$ cat src/rtl/m_ext_unit.sv
// m_ext_unit: iterative RV32M multiply/divide unit beside the execute stage.
// Accepts OP-class instructions with funct7=0000001, runs a 32-step radix-2
// shift-add multiply or restoring divide on operand magnitudes, applies the
// sign on the way into DONE and pulses ready for one cycle.
// Divide-by-zero and signed overflow bypass the iteration (IDLE -> DONE).
// Optional build macro: M_UNIT_EARLY_OUT_EN -- multiplies leave CALC as soon
// as no multiplier bits remain (at least one CALC cycle); divides unchanged.
module m_ext_unit #(
  parameter int         XLEN      = 32,
  parameter logic [6:0] OPCODE_OP = 7'b0110011,
  parameter logic [6:0] FUNCT7_M  = 7'b0000001
) (
  input  logic            clk,
  input  logic            rst,
  input  logic            invalid_inst,
  input  logic [31:0]     instruction,
  input  logic [XLEN-1:0] op1,
  input  logic [XLEN-1:0] op2,
  input  logic            flush,
  output logic            busy,
  output logic            ready,
  output logic            wr,
  output logic [4:0]      dest,
  output logic [XLEN-1:0] result
);

  typedef enum logic [1:0] {S_IDLE, S_CALC, S_DONE} state_t;

  // Magnitude of a value that is interpreted as signed only when is_signed is set.
  function automatic logic [XLEN-1:0] magnitude(input logic signed [XLEN-1:0] v,
                                                input logic is_signed);
    if (is_signed && (v < 0)) return $unsigned(-v);
    return $unsigned(v);
  endfunction

  // Conditional two's-complement negation of a 64-bit product.
  function automatic logic [2*XLEN-1:0] apply_sign_w(input logic [2*XLEN-1:0] v,
                                                     input logic neg);
    if (neg) return $unsigned(-$signed(v));
    return v;
  endfunction

  // Conditional two's-complement negation of a quotient/remainder.
  function automatic logic [XLEN-1:0] apply_sign(input logic [XLEN-1:0] v,
                                                 input logic neg);
    if (neg) return $unsigned(-$signed(v));
    return v;
  endfunction

  // Decoded fields of the offered instruction.
  logic [6:0]  opcode_in, funct7_in;
  logic [2:0]  funct3_in;
  logic [4:0]  rd_in;
  logic        unused_bits;
  assign opcode_in   = instruction[6:0];
  assign rd_in       = instruction[11:7];
  assign funct3_in   = instruction[14:12];
  assign funct7_in   = instruction[31:25];
  assign unused_bits = ^instruction[24:15];

  state_t            state_q, state_d;
  logic [4:0]        cnt_q, cnt_d;
  logic [XLEN-1:0]   result_q, result_d;
  logic [4:0]        dest_q, dest_d;

  // Datapath registers (no reset: always loaded on accept before use).
  logic [2:0]        f3_q;
  logic [4:0]        rd_q;
  logic              negq_q, negr_q;
  logic [2*XLEN-1:0] mcand_q, prod_q;
  logic [XLEN-1:0]   mplier_q, divisor_q, rem_q, dvd_q;

  // Accept-side operand conditioning.
  logic              accept, sgn1, sgn2, neg1, neg2, div_zero, div_ovf, fast;
  logic [XLEN-1:0]   mag1, mag2, fast_res;
  logic signed [XLEN-1:0] op1_s, op2_s;

  assign op1_s  = op1;
  assign op2_s  = op2;
  assign accept = (state_q == S_IDLE) && invalid_inst && (opcode_in == OPCODE_OP) &&
                  (funct7_in == FUNCT7_M) && !flush;
  // MULH, MULHSU, DIV, REM treat rs1 as signed; MULH, DIV, REM treat rs2 as signed.
  assign sgn1   = (funct3_in == 3'd1) || (funct3_in == 3'd2) ||
                  (funct3_in == 3'd4) || (funct3_in == 3'd6);
  assign sgn2   = (funct3_in == 3'd1) || (funct3_in == 3'd4) || (funct3_in == 3'd6);
  assign neg1   = sgn1 && (op1_s < 0);
  assign neg2   = sgn2 && (op2_s < 0);
  assign mag1   = magnitude(op1_s, sgn1);
  assign mag2   = magnitude(op2_s, sgn2);

  assign div_zero = funct3_in[2] && (op2 == '0);
  assign div_ovf  = funct3_in[2] && !funct3_in[0] &&
                    (op1 == {1'b1, {(XLEN-1){1'b0}}}) && (op2 == '1);
  assign fast     = div_zero || div_ovf;
  // Zero divisor: quotient all-ones, remainder is the dividend.
  // Overflow: quotient is the most negative value, remainder 0.
  assign fast_res = div_zero ? (funct3_in[1] ? op1 : '1)
                             : (funct3_in[1] ? '0 : {1'b1, {(XLEN-1){1'b0}}});

  // One iteration of each algorithm.
  logic [2*XLEN-1:0] prod_nxt, prod_fix;
  logic [XLEN:0]     trial, diff;
  logic              qbit, last_iter;
  logic [XLEN-1:0]   rem_nxt, quo_nxt, final_res;

  assign prod_nxt = prod_q + (mplier_q[0] ? mcand_q : '0);
  assign trial    = {rem_q, dvd_q[XLEN-1]};
  assign diff     = trial - {1'b0, divisor_q};
  assign qbit     = !diff[XLEN];
  assign rem_nxt  = qbit ? diff[XLEN-1:0] : trial[XLEN-1:0];
  assign quo_nxt  = {dvd_q[XLEN-2:0], qbit};

`ifdef M_UNIT_EARLY_OUT_EN
  assign last_iter = (cnt_q == 5'd31) || (!f3_q[2] && (mplier_q[XLEN-1:1] == '0));
`else
  assign last_iter = (cnt_q == 5'd31);
`endif

  assign prod_fix = apply_sign_w(prod_nxt, negq_q);

  // Select and sign-correct the completed result.
  always_comb begin
    final_res = prod_fix[XLEN-1:0];
    case (f3_q)
      3'd0:       final_res = prod_fix[XLEN-1:0];
      3'd1, 3'd2,
      3'd3:       final_res = prod_fix[2*XLEN-1:XLEN];
      3'd4, 3'd5: final_res = apply_sign(quo_nxt, negq_q);
      default:    final_res = apply_sign(rem_nxt, negr_q);
    endcase
  end

  // FSM next state, iteration counter and result/dest capture.
  always_comb begin
    state_d  = state_q;
    cnt_d    = cnt_q;
    result_d = result_q;
    dest_d   = dest_q;
    case (state_q)
      S_IDLE: begin
        cnt_d = '0;
        if (accept) begin
          if (fast) begin
            state_d  = S_DONE;
            result_d = fast_res;
            dest_d   = rd_in;
          end else begin
            state_d = S_CALC;
          end
        end
      end
      S_CALC: begin
        cnt_d = cnt_q + 5'd1;
        if (flush) begin
          state_d = S_IDLE;
        end else if (last_iter) begin
          state_d  = S_DONE;
          result_d = final_res;
          dest_d   = rd_q;
        end
      end
      S_DONE:  state_d = S_IDLE;
      default: state_d = S_IDLE;
    endcase
  end

  // Control and architecturally visible registers, async reset.
  always_ff @(posedge clk or posedge rst) begin
    if (rst) begin
      state_q  <= S_IDLE;
      cnt_q    <= '0;
      result_q <= '0;
      dest_q   <= '0;
    end else begin
      state_q  <= state_d;
      cnt_q    <= cnt_d;
      result_q <= result_d;
      dest_q   <= dest_d;
    end
  end

  // Operand latch on accept, then one multiply or divide step per CALC cycle.
  always_ff @(posedge clk) begin
    if (accept) begin
      f3_q      <= funct3_in;
      rd_q      <= rd_in;
      negq_q    <= neg1 ^ neg2;
      negr_q    <= neg1;
      mcand_q   <= {{XLEN{1'b0}}, mag1};
      mplier_q  <= mag2;
      prod_q    <= '0;
      divisor_q <= mag2;
      rem_q     <= '0;
      dvd_q     <= mag1;
    end else if (state_q == S_CALC) begin
      if (!f3_q[2]) begin
        prod_q   <= prod_nxt;
        mcand_q  <= mcand_q << 1;
        mplier_q <= mplier_q >> 1;
      end else begin
        rem_q <= rem_nxt;
        dvd_q <= quo_nxt;
      end
    end
  end

  assign busy   = (state_q == S_CALC);
  assign ready  = (state_q == S_DONE);
  assign wr     = ready && (dest_q != 5'd0);
  assign dest   = dest_q;
  assign result = result_q;

endmodule

$ cat config.mk
export PLATFORM = sky130hd
export DESIGN_NAME = m_ext_unit
export DESIGN_NICKNAME = d
export VERILOG_FILES = /design/src/rtl/m_ext_unit.sv
export SDC_FILE = /design/constraint.sdc
export NUM_CORES = 1
export LEC_CHECK = 0
export CAP_MARGIN = 10
export CORE_ASPECT_RATIO = 1.75
export CORE_MARGIN = 2
export CORE_UTILIZATION = 25
export DETAILED_ROUTE_END_ITERATION = 16
export PLACE_DENSITY = 0.41
export SETUP_SLACK_MARGIN = 0.5
export SLEW_MARGIN = 20
export SYNTH_ARGS = -nofsm -noshare
export SYNTH_HDL_FRONTEND = slang
export SYNTH_SLANG_ARGS = --single-unit
$ cat constraint.sdc
create_clock -name clk -period 11.5 [get_ports clk]
set_clock_uncertainty 0.05 [all_clocks]
set_input_delay 1.15 -clock clk [delete_from_list [all_inputs] [get_ports clk]]
set_output_delay 1.15 -clock clk [all_outputs]
set_load 0.1 [all_outputs]
==> results_dict.tcl, run 1 <==
set metrics [dict create \
    cts_tree "built" \
    post_cts_hold_buffer_count 0 \
    synthCells 3284 \
    synth_area_sq_um 25800 \
    final_cell_mix "407 x nand2_1, 325 x nor2_1, 250 x o21ai_0" \
    cp-end-kind "register" \
    combPwrFrac_pct 24.9 \
    clockBufferDepth 3 \
    p_leak_nw 11.1 \
    grt_pass1_wl_um 176000 \
    yosysSeqAreaShare_pct 30.3 \
    placed_cells 4617 \
    critPathArrivalTime_ns 7.37 \
    reg2reg_slack_ns 4.52 \
    num_rows 155 \
    dr.first_iter.drc_count 1788 \
    holdPathStages 2 \
    ant_nets 0 \
    syn_to_final_growth_pct 15.9 \
    overflow 0 \
    vias 25606 \
    syn_avg_cell_area_sq_um 7.85 \
    numCtsBuffers 36 \
    layout.nets 3526 \
    grt_pass1_vias 25671 \
    yosys_warnings 0 \
    period_needed_ns 6.98 \
    cp_slowest_cell "a221oi_1" \
    antenna_found_initial 1 \
    cp_num_buf_inv 1 \
    clk_pin_slew_ns 0.07 \
    reg2reg_from "mplier_q[0]$_DFFE_PP_" \
    r2r-end "result[22]$_DFFE_PP0P_" \
    top_layer "met4" \
    viasPerCell 5.47 \
    slew_headroom_pct 19.3 \
    die_h_um 429 \
    cts.repair.resized 0 \
    die_x_um 247 \
    hold_end "prod_q[41]$_SDFFE_PP0P_" \
    cts_sinks 310 \
    tns_ns 0 \
    drv_slew 0 \
    drt-met1-wl_um 43700 \
    cp_common_cell "xor2_1" \
    peakVddDrop_v 0.000117 \
    drc 0 \
    p_per_area_nw_per_um2 116 \
    ys_ff_latch 310 \
    hold_viol_final 0 \
    synth_edf_count 138 \
    min_from "prod_q[41]$_SDFFE_PP0P_" \
    critical_path.startpoint "mplier_q[0]$_DFFE_PP_" \
    clock_power_share_pct 39.9 \
    layout_commonest_cell "nand2_1" \
    wl_um 121000 \
    ys_types 115 \
    post-route-period-util_pct 60.7 \
    dpl.hpwl_um 96400 \
    detail_route.wl_per_cell_um 25.9 \
    required_ns 11.89 \
    worst_slew_pin_slew_ns 1.20 \
    rr_worst_depth 15 \
    fmaxAchievable_ghz 0.143 \
    cts_htree_levels 2 \
    power_frac_seq_pct 35.2 \
    grt_usage_pct 22.5 \
    drive_above_1_share_pct 6.42 \
    place_congestion 0.964 \
    syn-num-nets 3489 \
    route.met3.wl_um 3680 \
    hp-class "reg -> reg" \
    worst-setup-path-type "reg -> reg" \
    post-cts-setup-buffer-count 0 \
    coreArea_sq_um 102000 \
    wl_met2_um 63500 \
    start_util_pct 25.3 \
    stdcell_count 4684 \
    finalSetupViolations 0 \
    p_int_mw 2.30 \
    cp_top_family "compound AO/OA/AOI/OAI gates" \
    crit_path_max_fanout 64 \
    grt_start_max_net_pins 85 \
    maxCapViolCount 0 \
    dr.pass1.iters 5 \
    cts_root_buffer "clkbuf_16" \
    insertion_delay_ns 0.62 \
    ios 140 \
    portBuffers 129 \
    crit_chain "buf_4 -> and2_1 -> ha_1 -> nand4_1 -> nor4_1 -> nand2_1 -> a211oi_1 -> nor3_2 -> xor2_1 -> o21ai_1 -> or3_4 -> o41ai_2 -> xor2_1 -> a221oi_1 -> a311oi_1" \
    start_kind "register" \
    rsz0062_at_grt "false" \
    status "finished clean" \
    p_switching_mw 1.17 \
    synth_flop_cell "edfxtp_1" \
    cpPeakStageDelay_ns 0.86 \
    dieArea_sq_um 106000 \
    async_flop_share_pct 14.2 \
    swShare_pct 33.7 \
]
## power by group through the flow
stage	clock network [mW]	logic, mW	registers (mW)
floorplan	0	0.526	1.24
global placement	0	0.852	1.24
detailed placement	0	0.851	1.24
CTS	1.42	0.856	1.22
global route	1.45	0.926	1.23
finish	1.38	0.863	1.22
## synthesized netlist by cell type (24+ instances only)
cell | n | area (sq um)
a211oi_1 | 38 | 285
a21o_1 | 49 | 368
a21oi_1 | 224 | 1120
a22o_1 | 28 | 245
a31oi_1 | 43 | 269
and2_1 | 91 | 569
buf_2 | 27 | 135
clkbuf_1 | 139 | 522
dfrtp_1 | 44 | 1100
dfxtp_1 | 128 | 2560
edfxtp_1 | 138 | 4140
ha_1 | 103 | 1290
inv_1 | 87 | 327
mux2i_1 | 45 | 450
nand2_1 | 408 | 1530
nand3_1 | 62 | 310
nand4_1 | 60 | 375
nor2_1 | 330 | 1240
nor3_1 | 90 | 450
nor4_1 | 35 | 219
o211ai_1 | 34 | 255
o21a_1 | 88 | 661
o21ai_0 | 251 | 1260
o22ai_1 | 44 | 275
o31ai_1 | 46 | 345
or3_1 | 40 | 250
or4_1 | 24 | 180
xnor2_1 | 109 | 955
xor2_1 | 71 | 622
## per-stage QoR
| step | setup WS, ns | hold WS (ns) | power [mW] | cell area, sq um | util [%] |
|---|---|---|---|---|---|
| 6_report | 4.52 | 0.412 | 3.46 | 29900 | 29.3 |
| 5_1_grt | 4.44 | 0.440 | 3.60 | 29900 | 29.3 |
| 4_1_cts | 4.58 | 0.417 | 3.50 | 29900 | 29.3 |
| 3_5_place_dp | 4.59 | 0.404 | 2.09 | 28500 | 27.9 |
| 3_3_place_gp | 4.67 | 0.392 | 2.10 | 28400 | 27.9 |
| 2_1_floorplan | 5.98 | 0.382 | 1.77 | 25800 | - |
## cell families after synthesis
| family | after synthesis | synth area share, % |
|---|---|---|
| simple gates | 1293 | 24.4 |
| compound gates | 1053 | 27.1 |
| flops | 310 | 30.3 |
| buf+inv | 281 | 4.42 |
| xor+xnor | 180 | 6.12 |
| fa+ha+maj | 105 | 5.16 |
| mux | 62 | 2.49 |
## worst reg2reg max path, cell delays in order, from the launching register on
cell      delay [ns]
edfxtp_1        0.35
buf_4           0.27
and2_1          0.41
ha_1            0.50
nand4_1         0.46
nor4_1          0.44
nand2_1         0.27
a211oi_1        0.69
nor3_2          0.22
xor2_1          0.72
o21ai_1         0.37
or3_4           0.49
o41ai_2         0.37
xor2_1          0.24
a221oi_1        0.86
a311oi_1        0.08
## layer usage
layer / up-vias / track usage [%]
li1: 12283 / -
met2: 673 / 41.5
met5: - / 0
met1: 12383 / 23.2
met4: 0 / 16.8
met3: 267 / 1.96
## layout make-up
cell class                      count  area, sq um
Antenna cell                        1         2.50
Timing Repair Buffer              187         1730
Fill cell                       11211        72100
Multi-Input combinational cell   2693        16900
Sequential cell                   310         7810
Tap cell                         1334         1670
Clock inverter                     12          272
Clock buffer                       54         1130
Inverter                           93          357
## state kept, by name, indices dropped and copies added, names as in the netlist, 32 cells and up
signal     count
mplier_q      32
dvd_q         32
result        32
divisor_q     32
prod_q        64
mcand_q       64
rem_q         32
## how the worst max path moves through the flow
stage	endpoint	slack, ns	cells after the start
floorplan	result[30]$_DFFE_PP0P_	5.98	25
global placement	result[29]$_DFFE_PP0P_	4.67	15
detailed placement	result[29]$_DFFE_PP0P_	4.59	15
CTS	result[29]$_DFFE_PP0P_	4.58	15
global route	result[22]$_DFFE_PP0P_	4.44	15
finish	result[22]$_DFFE_PP0P_	4.52	15
Power figures use the tool's default switching activity.
==> inputs of run 2 (changes only) <==
--- a/config.mk
+++ b/config.mk
@@ -10,7 +10,7 @@
 export CORE_MARGIN = 2
 export CORE_UTILIZATION = 25
 export DETAILED_ROUTE_END_ITERATION = 16
-export PLACE_DENSITY = 0.41
+export PLACE_DENSITY = 0.42
 export SETUP_SLACK_MARGIN = 0.5
 export SLEW_MARGIN = 20
 export SYNTH_ARGS = -nofsm -noshare
==> constraint.sdc (replaced) <==
create_clock -name clk -period 5.9 [get_ports clk]
set_clock_uncertainty 0.05 [all_clocks]
set_input_delay 0.59 -clock clk [delete_from_list [all_inputs] [get_ports clk]]
set_output_delay 0.59 -clock clk [all_outputs]
set_load 0.1 [all_outputs]
==> run 2 against run 1 <==
Compared with the run above: critical path depth grew 1; sequential cell count did not move; routed wire length increased by 2.8%; hold slack better by 0.0014 ns; maximum frequency rose by 31%; non-clock buffer count increased by 210; sequential share of layout area down 1.4 points; core utilization increased by 1.7 points; count of clock-buffer cells in the layout fell by 13; highest routed layer unchanged.
==> results_dict.tcl, run 2 (synthesis results as in run 1) <==
set metrics [dict create \
    grt_start_max_net_pins 70 \
    route.met3.wl_um 3770 \
    cp-end-kind "register" \
    die_h_um 429 \
    grt_usage_pct 23.1 \
    num_rows 155 \
    ant_nets 0 \
    detail_route.wl_per_cell_um 25.5 \
    status "finished clean" \
    grt_pass1_vias 27092 \
    vias 26750 \
    wl_um 125000 \
    insertion_delay_ns 0.62 \
    maxCapViolCount 0 \
    start_kind "register" \
    grt_pass1_wl_um 181000 \
    cts_htree_levels 2 \
    crit_path_max_fanout 8 \
    p_per_area_nw_per_um2 214 \
    worst-setup-path-type "reg -> reg" \
    preCtsSetupSlack_ns -0.0169 \
    hold_viol_final 0 \
    cts_root_buffer "clkbuf_16" \
    p_leak_nw 12.1 \
    cp_num_buf_inv 3 \
    start_util_pct 25.3 \
    whs_ns 0.413 \
    wl_met2_um 66200 \
    required_ns 6.35 \
    hp-class "in -> async" \
    dieArea_sq_um 106000 \
    finalSetupViolations 0 \
    reg2reg_slack_ns 0.57 \
    drive_above_1_share_pct 13.3 \
    portBuffers 129 \
    worst_slew_pin_slew_ns 1.18 \
    cp_top_family "compound AO/OA/AOI/OAI gates" \
    clk_pin_slew_ns 0.06 \
    reg_top3 "mcand_q: 64 flops, prod_q: 64 flops" \
    critPathArrivalTime_ns 5.78 \
    drt-met1-wl_um 45500 \
    fmaxAchievable_ghz 0.188 \
    cts_sinks 310 \
    drc 0 \
    layout.nets 3737 \
    cts_tree "built" \
    top_layer "met4" \
    place_congestion 0.936 \
    crit_chain "ha_2 -> inv_2 -> fa_2 -> a211oi_2 -> or3_4 -> a21o_4 -> o41ai_4 -> nor3_4 -> buf_4 -> buf_4 -> or4_1 -> a22o_1 -> or4b_1 -> a211oi_1 -> a2111oi_0 -> a31oi_1" \
    viasPerCell 5.47 \
    overflow 0 \
    peakVddDrop_v 0.000175 \
    rsz0062_at_grt "false" \
    ios 140 \
    slew_headroom_pct 21.4 \
    post-route-period-util_pct 90.3 \
    dpl.hpwl_um 100000 \
    die_x_um 247 \
    dr.first_iter.drc_count 1791 \
    post_cts_hold_buffer_count 0 \
    cp_slowest_cell "o41ai_4" \
    cp_common_cell "buf_4" \
    cpPeakStageDelay_ns 0.64 \
    final_cell_mix "407 x nand2_1, 325 x nor2_1, 263 x buf_4" \
    dr.pass1.iters 5 \
    clockBufferDepth 3 \
    antenna_found_initial 3 \
    drv_slew 0 \
    worst_slack_ns 0.572 \
    coreArea_sq_um 102000 \
    numCtsBuffers 37 \
    syn_to_final_growth_pct 22.7 \
    period_needed_ns 5.33 \
    tns_ns 0 \
    layout_commonest_cell "nand2_1" \
]
-- run 2: changes by cell type in the layout (fill, tap and decap cells not counted), sizes merged --
cell / before / now
inv: 88 / 94
clkbuf: 54 / 41
clkinv: 10 / 16
clkinvlp: 1 / 2
buf: 58 / 268
-- run 2: cell type report --
class                   count  area [sq um]
well taps                1334          1670
repair buffers            397          3350
fillers                 11216         70400
clock buffers              41           941
clock inverters            25           312
inverters                  93           359
diodes                      1          2.50
multi-input cells        2693         17200
flip-flops and latches    310          7810
-- run 2: worst paths after layout --
path,depth (start not counted),from,endpoint
min reg2reg,2,mcand_q[63]$_SDFFE_PP0P_,mcand_q[63]$_SDFFE_PP0P_
min,3,rst,dest[2]$_DFFE_PP0P_
max reg2reg,16,divisor_q[0]$_DFFE_PP_,result[17]$_DFFE_PP0P_
max in group asynchronous,3,rst,result[28]$_DFFE_PP0P_
max,16,divisor_q[0]$_DFFE_PP_,result[17]$_DFFE_PP0P_
min in group clk,2,mcand_q[63]$_SDFFE_PP0P_,mcand_q[63]$_SDFFE_PP0P_
-- run 2: worst register-to-register path, delay by kind of cell (launching register included) --
kind                       cells  cell delay (ns)
adders and majority gates      2             0.43
AOI/OAI and AO/OA              7             2.23
DFF                            1             0.37
buffers and inverters          3             0.38
and+or+nand+nor                4             1.77
-- run 2: power by group --
group          internal [mW]  leakage (nW)  switching [mW]  total [mW]
logic                  0.703          8.58            1.17        1.87
registers               2.31          2.92          0.0656        2.38
clock network           1.43         0.616            1.09        2.52
total                   4.45          12.1            2.33        6.77
-- run 2: metal layers --
layer / up-vias / track usage, %
met5: - / 0
met2: 722 / 43.9
met3: 287 / 1.99
li1: 12682 / -
met4: 0 / 15.0
met1: 13059 / 23.8
-- run 2: metrics by stage --
step           utilization, %  power (mW)  instance area, sq um  instances
5_1_grt                  31.0        7.05                 31600       4894
3_5_place_dp             29.3        4.24                 29900       4810
4_1_cts                  30.6        6.80                 31200       4877
2_1_floorplan               -        3.45                 25800       3284
3_3_place_gp             29.3        4.24                 29900       4810
6_report                 31.0        6.77                 31600       4894
-- run 2: timing repair --
item                                    4_1_cts  5_1_grt
pin swaps                                     2       19
setup buffers                                 1       16
endpoints found under the setup margin       26       24
gates resized for setup                      13       63
==> edit: new RTL, config.mk and constraints of run 1 <==
Re-encode `state_t` (3 states) as one-hot, 3 bits wide.
--- a/src/rtl/m_ext_unit.sv
+++ b/src/rtl/m_ext_unit.sv
@@ -26,3 +26,3 @@
 
-  typedef enum logic [1:0] {S_IDLE, S_CALC, S_DONE} state_t;
+  typedef enum logic [2:0] {S_IDLE = 3'b001, S_CALC = 3'b010, S_DONE = 3'b100} state_t;
 
Check against the original RTL: no difference found for any inputs over 4 cycles, from zero or initial values and one cycle with rst high; so few cycles prove little.
==> edit against run 1 <==
Area after synthesis shrank 4.5%. Critical path depth up 8. Wire length shrank 6.1%. Utilization is 0.076 points lower. Synthesized cell count is 5.2% lower. Worst setup slack worse by 0.065 ns. Hold slack lost 0.012 ns. Count of clock-buffer cells in the layout is 5 lower. Sequential cell count increased by 1. Cell area is 4.4% lower. Largest cell class unchanged.
Power is not compared: it rests on default switching activity, and its combinational part moved more than twofold at a synthesized area within 25%.
==> edit: results (changes against run 1) <==
clock_network:
  clk_latency_ns: 0.59  # was 0.62 ns
  cts_made_buffers: 37  # was 36
critical_path:
  worst-path-max-fanout: 37  # was 64
  reg2reg_depth: 23  # was 15
  arrival_ns: 7.47  # was 7.37 ns
  rrSetupSlack_ns: 4.46  # was 4.52 ns
  r2r-start: "dvd_q[31]"  # was mplier_q[0]
  r2r_end: "result[24]"  # was result[22]
route:
  drt_iter0_drc: 1328  # was 1,788
  routed_via_density: 5.32  # was 5.47
  wl_per_cell_um: 25.3  # was 25.9 um
min_path:
  hp-start: "mcand_q[43]"  # was prod_q[41]
  min_to: "mcand_q[44]"  # was prod_q[41]
layout:
  final_nets: 3364  # was 3,526
  drive_gt1_share_pct: 6.12  # was 6.42%
sta:
  slew_headroom_pct: 13.8  # was 19.3%
  timing.hold.ws_ns: 0.400  # was 0.412 ns
global_routing:
  grt_usage_pct: 22.2  # was 22.5%
  grt_pass1_wl_mm: 164  # was 176 mm
  antenna_found_initial: 0  # was 1
synth:
  yosys-top-cells-area: "edfxtp_1 (17%), dfxtp_1 (10%), nand2_1 (6.8%)"  # was edfxtp_1 (16%), dfxtp_1 (9.9%), nand2_1 (5.9%)
  syn_nets: 3318  # was 3,489
  synth_edf_count: 138  # unchanged
  synthArstFlopShare_pct: 14.5  # was 14.2%
  yosysSeqAreaShare_pct: 31.8  # was 30.3%
  synth.distinct_cells: 107  # was 115
  synthTopCellsByCount: "nand2_1 (449), nor2_1 (260), o21ai_0 (239)"  # was nand2_1 (408), nor2_1 (330), o21ai_0 (251)
run_status:
  status: "finished clean"  # unchanged
placed_design:
  hpwlAfterDp_mm: 90.8  # was 96.4 mm
  post_dp_cell_area_sq_um: 27300  # was 28,500 sq um
  gp_congestion: 0.939  # was 0.964
## edit: worst max path at each step
stage | to | from
after global routing | result[24] | dvd_q[31]
after CTS | result[24] | dvd_q[31]
after floorplan | result[20] | dvd_q[31]
after detailed placement | result[24] | dvd_q[31]
final | result[24] | dvd_q[31]
after global placement | result[24] | dvd_q[31]
## edit: kinds of logic (layout without fill, tap and decap cells)
group	Yosys count	after routing	synth area share (%)
other cells	0	1	0
simple gates	1271	1271	24.8
mux	47	47	1.96
xor+xnor	224	224	7.97
fa+ha+maj	105	105	5.40
buf+inv	258	332	4.11
compound gates	897	897	24.0
flops	311	311	31.8
## edit: per-stage QoR
stage | std cells | setup slack (ns) | util (%)
floorplan | 3113 | 5.87 | -
global placement | 4429 | 4.55 | 27.9
detailed placement | 4429 | 4.49 | 27.9
CTS | 4496 | 4.43 | 29.2
global route | 4496 | 4.13 | 29.2
finish | 4497 | 4.46 | 29.2
## edit: power breakdown
group	internal, W	switching (W)	leakage [nW]
logic	0.0000526	0.0000873	7.22
clock network	0.000731	0.000554	0.626
registers	0.00115	0.000000599	2.88
total	0.00193	0.000641	10.7
## edit: cell type report
type | instances | area (sq um)
inverter | 85 | 319
timing repair buffer | 180 | 1670
fill | 10680 | 69200
sequential | 311 | 7830
clock inverter | 18 | 184
multi-input combinational | 2544 | 15800
antenna | 1 | 2.50
tap | 1309 | 1640
clock buffer | 49 | 1070
## edit: worst max-delay path: stages (launching register included)
cell and delay, ns:
edfxtp_1 0.46, inv_1 0.08, ha_1 0.16, inv_1 0.05, fa_1 0.42, a211oi_1 0.37
nor3b_1 0.16, o2111ai_1 0.36, a211oi_1 0.14, buf_4 0.20, o2111ai_1 0.18, o211a_2 0.32
buf_4 0.51, mux2i_1 0.35, ha_1 0.30, nand3b_1 0.13, nor4b_1 0.61, nand3_1 0.30
o22ai_1 0.39, nand3_1 0.15, mux2_2 0.29, o21ai_0 0.54, a21oi_1 0.09, o221ai_1 0.22
## edit: layer usage
layer / global-route usage, % / wire length, um / up-vias
li1: - / - / 11483
met4: 15.8 / 9270 / 0
met3: 2.44 / 3660 / 241
met1: 21.6 / 40000 / 11614
met5: 0 / 0 / -
met2: 42.6 / 60900 / 590
